<file path="config.mk">
export PLATFORM = sky130hd
export DESIGN_NAME = seq_generator
export DESIGN_NICKNAME = d
export VERILOG_FILES = /design/src/rtl/seq_gen_pkg.sv /design/src/rtl/seq_gen_lfsr.sv /design/src/rtl/seq_generator.sv
export SDC_FILE = /design/constraint.sdc
export NUM_CORES = 1
export LEC_CHECK = 0
export CORE_ASPECT_RATIO = 0.6
export CORE_MARGIN = 1
export CORE_UTILIZATION = 50
export DETAILED_ROUTE_END_ITERATION = 10
export GPL_ROUTABILITY_DRIVEN = 1
export GPL_TIMING_DRIVEN = 0
export PLACE_DENSITY = 0.7
export SLEW_MARGIN = 40
export SYNTH_ARGS = -nofsm -noshare
export SYNTH_HDL_FRONTEND = slang
export SYNTH_HIERARCHICAL = 1
export SYNTH_SLANG_ARGS = --single-unit
</file>
<file path="constraint.sdc">
create_clock -name clk -period 4.6 [get_ports clk]
set_input_delay 0.92 -clock clk [delete_from_list [all_inputs] [get_ports clk]]
set_output_delay 0.92 -clock clk [all_outputs]
set_load 0.03 [all_outputs]
</file>
<file path="src/rtl/seq_gen_pkg.sv">
// Shared definitions for the serial pattern generator: FSM state encoding
// and the constants of the optional 16-bit Fibonacci gap-fill LFSR.
package seq_gen_pkg;

    typedef enum logic [1:0] {
        ST_IDLE  = 2'd0,
        ST_SHIFT = 2'd1,
        ST_GAP   = 2'd2,
        ST_DONE  = 2'd3
    } state_t;

    localparam logic [15:0] LFSR_SEED = 16'hACE1;
    // x^16+x^14+x^13+x^11+1 on a right-shifting register taps bits 0,2,3,5
    localparam logic [15:0] LFSR_TAPS = 16'h002D;

endpackage

</file>
<file path="src/rtl/seq_gen_lfsr.sv">
// 16-bit Fibonacci LFSR supplying gap-fill bits; only built when
// SEQ_GEN_LFSR_FILL_EN is defined.
module seq_gen_lfsr
    import seq_gen_pkg::*;
(
    input  logic clk,
    input  logic reset,
    input  logic step,
    output logic bit_out
);

    logic [15:0] r_lfsr;

    always_ff @(posedge clk) begin
        if (reset) begin
            r_lfsr <= LFSR_SEED;
        end else if (step) begin
            r_lfsr <= {^(r_lfsr & LFSR_TAPS), r_lfsr[15:1]};
        end
    end

    assign bit_out = r_lfsr[0];

endmodule

</file>
<file path="src/rtl/seq_generator.sv">
// Serial pattern generator: sends a latched pattern MSB-first, repeated with
// idle gaps. Define SEQ_GEN_LFSR_FILL_EN to fill gap cycles with LFSR bits.
module seq_generator
    import seq_gen_pkg::*;
#(
    parameter int PAT_W = 16,
    parameter int CNT_W = 8
) (
    input  logic             clk,
    input  logic             reset,
    input  logic             start,
    input  logic             abort,
    input  logic [PAT_W-1:0] pattern,
    input  logic [4:0]       pat_len,
    input  logic [CNT_W-1:0] reps,
    input  logic [3:0]       gap,
    output logic             x,
    output logic             x_valid,
    output logic             busy,
    output logic             done
);

    localparam int LEN_W = 6;

    state_t             r_state;
    logic [PAT_W-1:0]   r_pat;
    logic [LEN_W-1:0]   r_len;
    logic [LEN_W-1:0]   r_bit;
    logic [CNT_W-1:0]   r_rep;
    logic [3:0]         r_gap;
    logic [3:0]         r_gcnt;
    logic               r_x;
    logic               r_x_valid;
    logic               r_busy;
    logic               r_done;

    logic [LEN_W-1:0]   w_len_in;
    logic [CNT_W-1:0]   w_reps_in;
    logic               w_more;
    logic               w_fill;

    function automatic logic [LEN_W-1:0] clamp_len(input logic [4:0] l);
        if ({1'b0, l} > LEN_W'(PAT_W))
            return LEN_W'(PAT_W);
        return {1'b0, l};
    endfunction

    function automatic logic bit_at(input logic [PAT_W-1:0] p, input logic [LEN_W-1:0] idx);
        logic [PAT_W-1:0] t;
        t = p >> idx;
        return t[0];
    endfunction

    assign w_len_in  = clamp_len(pat_len);
    assign w_reps_in = (reps == '0) ? CNT_W'(1) : reps;
    // r_rep counts repetitions still to send, including the one in flight
    assign w_more    = (r_rep > CNT_W'(1));

`ifdef SEQ_GEN_LFSR_FILL_EN
    logic w_enter_gap;

    // Step exactly on the edges that load a gap bit into x, so every gap
    // cycle shows a fresh LFSR bit.
    assign w_enter_gap = !abort &&
        (((r_state == ST_SHIFT) && (r_bit == '0) && w_more && (r_gap != 4'd0)) ||
         ((r_state == ST_GAP) && (r_gcnt != 4'd0)));

    seq_gen_lfsr u_lfsr (
        .clk     (clk),
        .reset   (reset),
        .step    (w_enter_gap),
        .bit_out (w_fill)
    );
`else
    assign w_fill = 1'b0;
`endif

    always_ff @(posedge clk) begin
        if (reset) begin
            r_state   <= ST_IDLE;
            r_pat     <= '0;
            r_len     <= '0;
            r_bit     <= '0;
            r_rep     <= '0;
            r_gap     <= '0;
            r_gcnt    <= '0;
            r_x       <= 1'b0;
            r_x_valid <= 1'b0;
            r_busy    <= 1'b0;
            r_done    <= 1'b0;
        end else begin
            r_done <= 1'b0;
            case (r_state)
                ST_IDLE: begin
                    if (start && !abort) begin
                        r_pat  <= pattern;
                        r_len  <= w_len_in;
                        r_rep  <= w_reps_in;
                        r_gap  <= gap;
                        r_busy <= 1'b1;
                        if (w_len_in == '0) begin
                            r_state   <= ST_DONE;
                            r_done    <= 1'b1;
                            r_x       <= 1'b0;
                            r_x_valid <= 1'b0;
                        end else begin
                            r_state   <= ST_SHIFT;
                            r_bit     <= w_len_in - LEN_W'(1);
                            r_x       <= bit_at(pattern, w_len_in - LEN_W'(1));
                            r_x_valid <= 1'b1;
                        end
                    end
                end
                ST_SHIFT: begin
                    if (abort) begin
                        r_state   <= ST_IDLE;
                        r_x       <= 1'b0;
                        r_x_valid <= 1'b0;
                        r_busy    <= 1'b0;
                    end else if (r_bit != '0) begin
                        r_bit <= r_bit - LEN_W'(1);
                        r_x   <= bit_at(r_pat, r_bit - LEN_W'(1));
                    end else if (w_more) begin
                        r_rep <= r_rep - CNT_W'(1);
                        if (r_gap != 4'd0) begin
                            r_state   <= ST_GAP;
                            r_gcnt    <= r_gap - 4'd1;
                            r_x       <= w_fill;
                            r_x_valid <= 1'b0;
                        end else begin
                            r_bit <= r_len - LEN_W'(1);
                            r_x   <= bit_at(r_pat, r_len - LEN_W'(1));
                        end
                    end else begin
                        r_state   <= ST_DONE;
                        r_done    <= 1'b1;
                        r_x       <= 1'b0;
                        r_x_valid <= 1'b0;
                    end
                end
                ST_GAP: begin
                    if (abort) begin
                        r_state   <= ST_IDLE;
                        r_x       <= 1'b0;
                        r_busy    <= 1'b0;
                    end else if (r_gcnt == 4'd0) begin
                        r_state   <= ST_SHIFT;
                        r_bit     <= r_len - LEN_W'(1);
                        r_x       <= bit_at(r_pat, r_len - LEN_W'(1));
                        r_x_valid <= 1'b1;
                    end else begin
                        r_gcnt <= r_gcnt - 4'd1;
                        r_x    <= w_fill;
                    end
                end
                default: begin
                    r_state   <= ST_IDLE;
                    r_x       <= 1'b0;
                    r_x_valid <= 1'b0;
                    r_busy    <= 1'b0;
                end
            endcase
        end
    end

    assign x       = r_x;
    assign x_valid = r_x_valid;
    assign busy    = r_busy;
    assign done    = r_done;

endmodule

</file>
==> flow_summary_export.csv <==
group,metric,value,unit
status,status,"finished, final reports clean",
synth,synth_cell_types,52,
placed_design,gp_congestion,0.969,
sta,max_slew_margin,40.7,%
grt,grt_pass1_vias,2999,
floorplan,fp.dieW,105,um
worst_setup_path,worstPathCellList,"clkdlybuf4s50_1 -> nand2b_1 -> buf_2 -> ha_1 -> xnor2_1 -> mux4_2 -> a2111oi_0 -> o211ai_1 -> o211ai_1",
grt,overflow,0,
detailed_routing,dr.pass1.iters,5,
clock_tree,clock_path_buffers,2,
sta,holdWs,478,ps
synth,netlist_area,3160,um2
layout,fin_nets,485,
synth,synth_area_per_cell,8.08,um2
floorplan,rows,22,
clock_tree,post_cts_resized,0,
clock_tree,htreeDepth,2,
clock_tree,cts_tree,"yes",
synth,synth_edf_count,0,
pwr,power_density,493,nW/um2
clock_tree,holdBufCountCts,0,
worst_setup_path,slowest_delay,620,ps
clock_tree,clk_latency,330,ps
detailed_routing,drc_errors,0,
worst_setup_path,crit_buf_inv,2,
hold_path,hold_path_class,"reg -> reg",
sta,rsz0062_at_grt,"no",
worst_setup_path,cp.required,4850,ps
synth,seq_area_frac_synth,31.0,%
worst_setup_path,cpMaxStageDelayCell,"xnor2_1",
synth,synth_fa_ha_area_share,4.35,%
synth,synth_top_family_by_area,"simple AND/OR/NAND/NOR gates",
layout,most-common-layout-cells,"77 x nand2_1, 49 x dfxtp_1, 45 x a21oi_1",
synth,synth_compound_area_share,21.7,%
synth,synth_nets,439,
grt,grt_max_degree,16,
clock_tree,postCtsSetupRepairBufs,0,
detailed_routing,drtIter0Drc,389,
clock_tree,root_buffer,"clkbuf_8",
synth,muxShareOfSynthArea,12.7,%
worst_setup_path,cp_top_family,"buffers and inverters",
worst_setup_path,worstSetupStartpointType,"primary input",
grt,antenna_found_initial,0,
layout,antenna_cells,0,
placed_design,port_buffers,39,
synth,syn-instance-count,391,
synth,synth-xor-area-share,2.77,%
placed_design,dpl_cell_area,3660,um2
sta,post-route-min-period,3720,ps
layout,drive_gt1_share,7.32,%
synth,async_flop_share,0,%
sta,worst_slew_pin_slew,883,ps
sta,fmax,0.269,GHz
worst_setup_path,worst-path-max-fanout,10,
worst_setup_path,crit_path_end_kind,"flop",
sta,hold_viol,0,
synth,yosys_register_bits,49,
layout,area_growth,18.4,%
grt,grt_pass1_wl,15.4,mm
layout,final_util,61.2,%
detailed_routing,vias,3192,
detailed_routing,postRouteAntennaNets,0,
grt,grtUsageTotal,30.3,%
clock_tree,clkTransAtPathRegs,100,ps
floorplan,initial_core_util,51.7,%
clock_tree,cts_buffers,5,
floorplan,die_h,63.6,um
sta,tns,0,ps
detailed_routing,vias_per_cell,6.13,
clock_tree,cts_sinks,49,
pwr,peakVddDrop,0.000198,V
worst_setup_path,cp_data_arrival_time,3970,ps
sta,skew,11.6,ps
sta,fin_crit_sh,80.8,%
pwr,leakage,1.34,nW
placed_design,dpl.hpwl,7.27,mm
worst_setup_path,critPathKind,"in -> reg",
floorplan,pin_count,41,
detailed_routing,wl_per_cell,18.2,um
synth,synthSimpleGateAreaFrac,22.4,%
sta,setup_violations,0,
run,max_cap_violations,0,
sta,finalMaxSlewViolations,0,
layout,final_common_cell,"nand2_1",
floorplan,core_area,6110,um2
floorplan,die_area,6650,um2
detailed_routing,drt_wl_total,9.48,mm
synth,synth_flop_cell,"dfxtp_1",
layout,fin_area,3740,um2
synth,ys_warn_count,6,
worst_setup_path,path_common_cell,"o211ai_1",
[where the power goes]
group,internal (mW),total [mW],switching (mW)
logic,0.395,1.00,0.610
registers,0.501,0.576,0.0751
clock network,0.105,0.264,0.159
total,1.00,1.84,0.843
[layout make-up]
cell class,instances,area [um2]
clock buffer,5,68.8
fill,573,2370
clock inverter,2,16.3
multi-input combinational,300,2020
inverter,19,71.3
sequential,49,981
buffer,23,90.1
timing repair buffer,39,390
tap,84,105
[worst register-to-register path: cells and delay by family, from the launching register on]
kind,cells,cell delay (ps)
buffers and inverters,4,870
DFF,1,310
and+or+nand+nor,3,600
adders and majority gates,1,170
AOI/OAI and AO/OA,3,900
[registers in the layout, indices dropped and copies added, names as in the netlist]
| register | count |
|---|---|
| r_len | 5 |
| r_gap | 4 |
| x | 1 |
| r_pat | 16 |
| x_valid | 1 |
| busy | 1 |
| r_gcnt | 4 |
| r_bit | 6 |
| done | 1 |
| r_state | 2 |
| r_rep | 8 |
[layer usage]
| layer | vias to the layer above | share of wire (%) | track usage [%] |
|---|---|---|---|
| met2 | 164 | 40 | 43.3 |
| li1 | 1494 | - | - |
| met3 | 30 | 11 | 9.94 |
| met5 | - | 0 | 0 |
| met1 | 1504 | 47 | 43.2 |
| met4 | 0 | 2.0 | 8.63 |
[stage by stage]
stage | power [mW] | std cells | setup WS [ps]
finish | 1.84 | 521 | 882
global route | 1.96 | 521 | 605
CTS | 1.82 | 521 | 884
detailed placement | 1.55 | 514 | 529
global placement | 1.53 | 514 | 535
floorplan | 1.28 | 391 | 1520
[synthesized netlist by cell type (all sizes together), types with 3 or more instances]
master   number  area, um2
mux2i        13        130
a22oi         3       22.5
nor3         12       60.1
xor2          6       52.6
dfxtp        49        981
nand3         8       40.0
a211oi        5       37.5
inv          19       71.3
a2111oi       3       51.3
nor3b         5       42.5
a21oi        45        225
xnor2         4       35.0
nand2        77        289
o211ai        7       52.6
mux4         11        248
ha           11        138
or3           5       31.3
a31oi         5       46.3
o21ai        11       58.8
nand2b        4       25.0
o22ai         4       25.0
nor2         24       90.1
a2111o        3       33.8
nor2b         3       18.8
buf           3       15.0
clkbuf       20       75.1
[logic make-up (layout without fill, tap and decap cells)]
group,count (synthesis),after routing
DFF,49,49
buffers and inverters,42,88
adders and majority gates,11,11
AOI/OAI and AO/OA,101,101
muxes,26,26
and+or+nand+nor,152,152
xor gates and xnor gates,10,10
[final timing paths]
check	startpoint	end	slack, ps	cells after the start
worst max-delay path	pat_len[4]	x	880	9
worst min-delay path	r_pat[10]	r_pat[10]	480	2
worst max register to register	r_bit[0]	r_rep[6]	1670	11
worst min register to register	r_pat[10]	r_pat[10]	480	2
No activity file was read; power rests on OpenSTA's default activity.
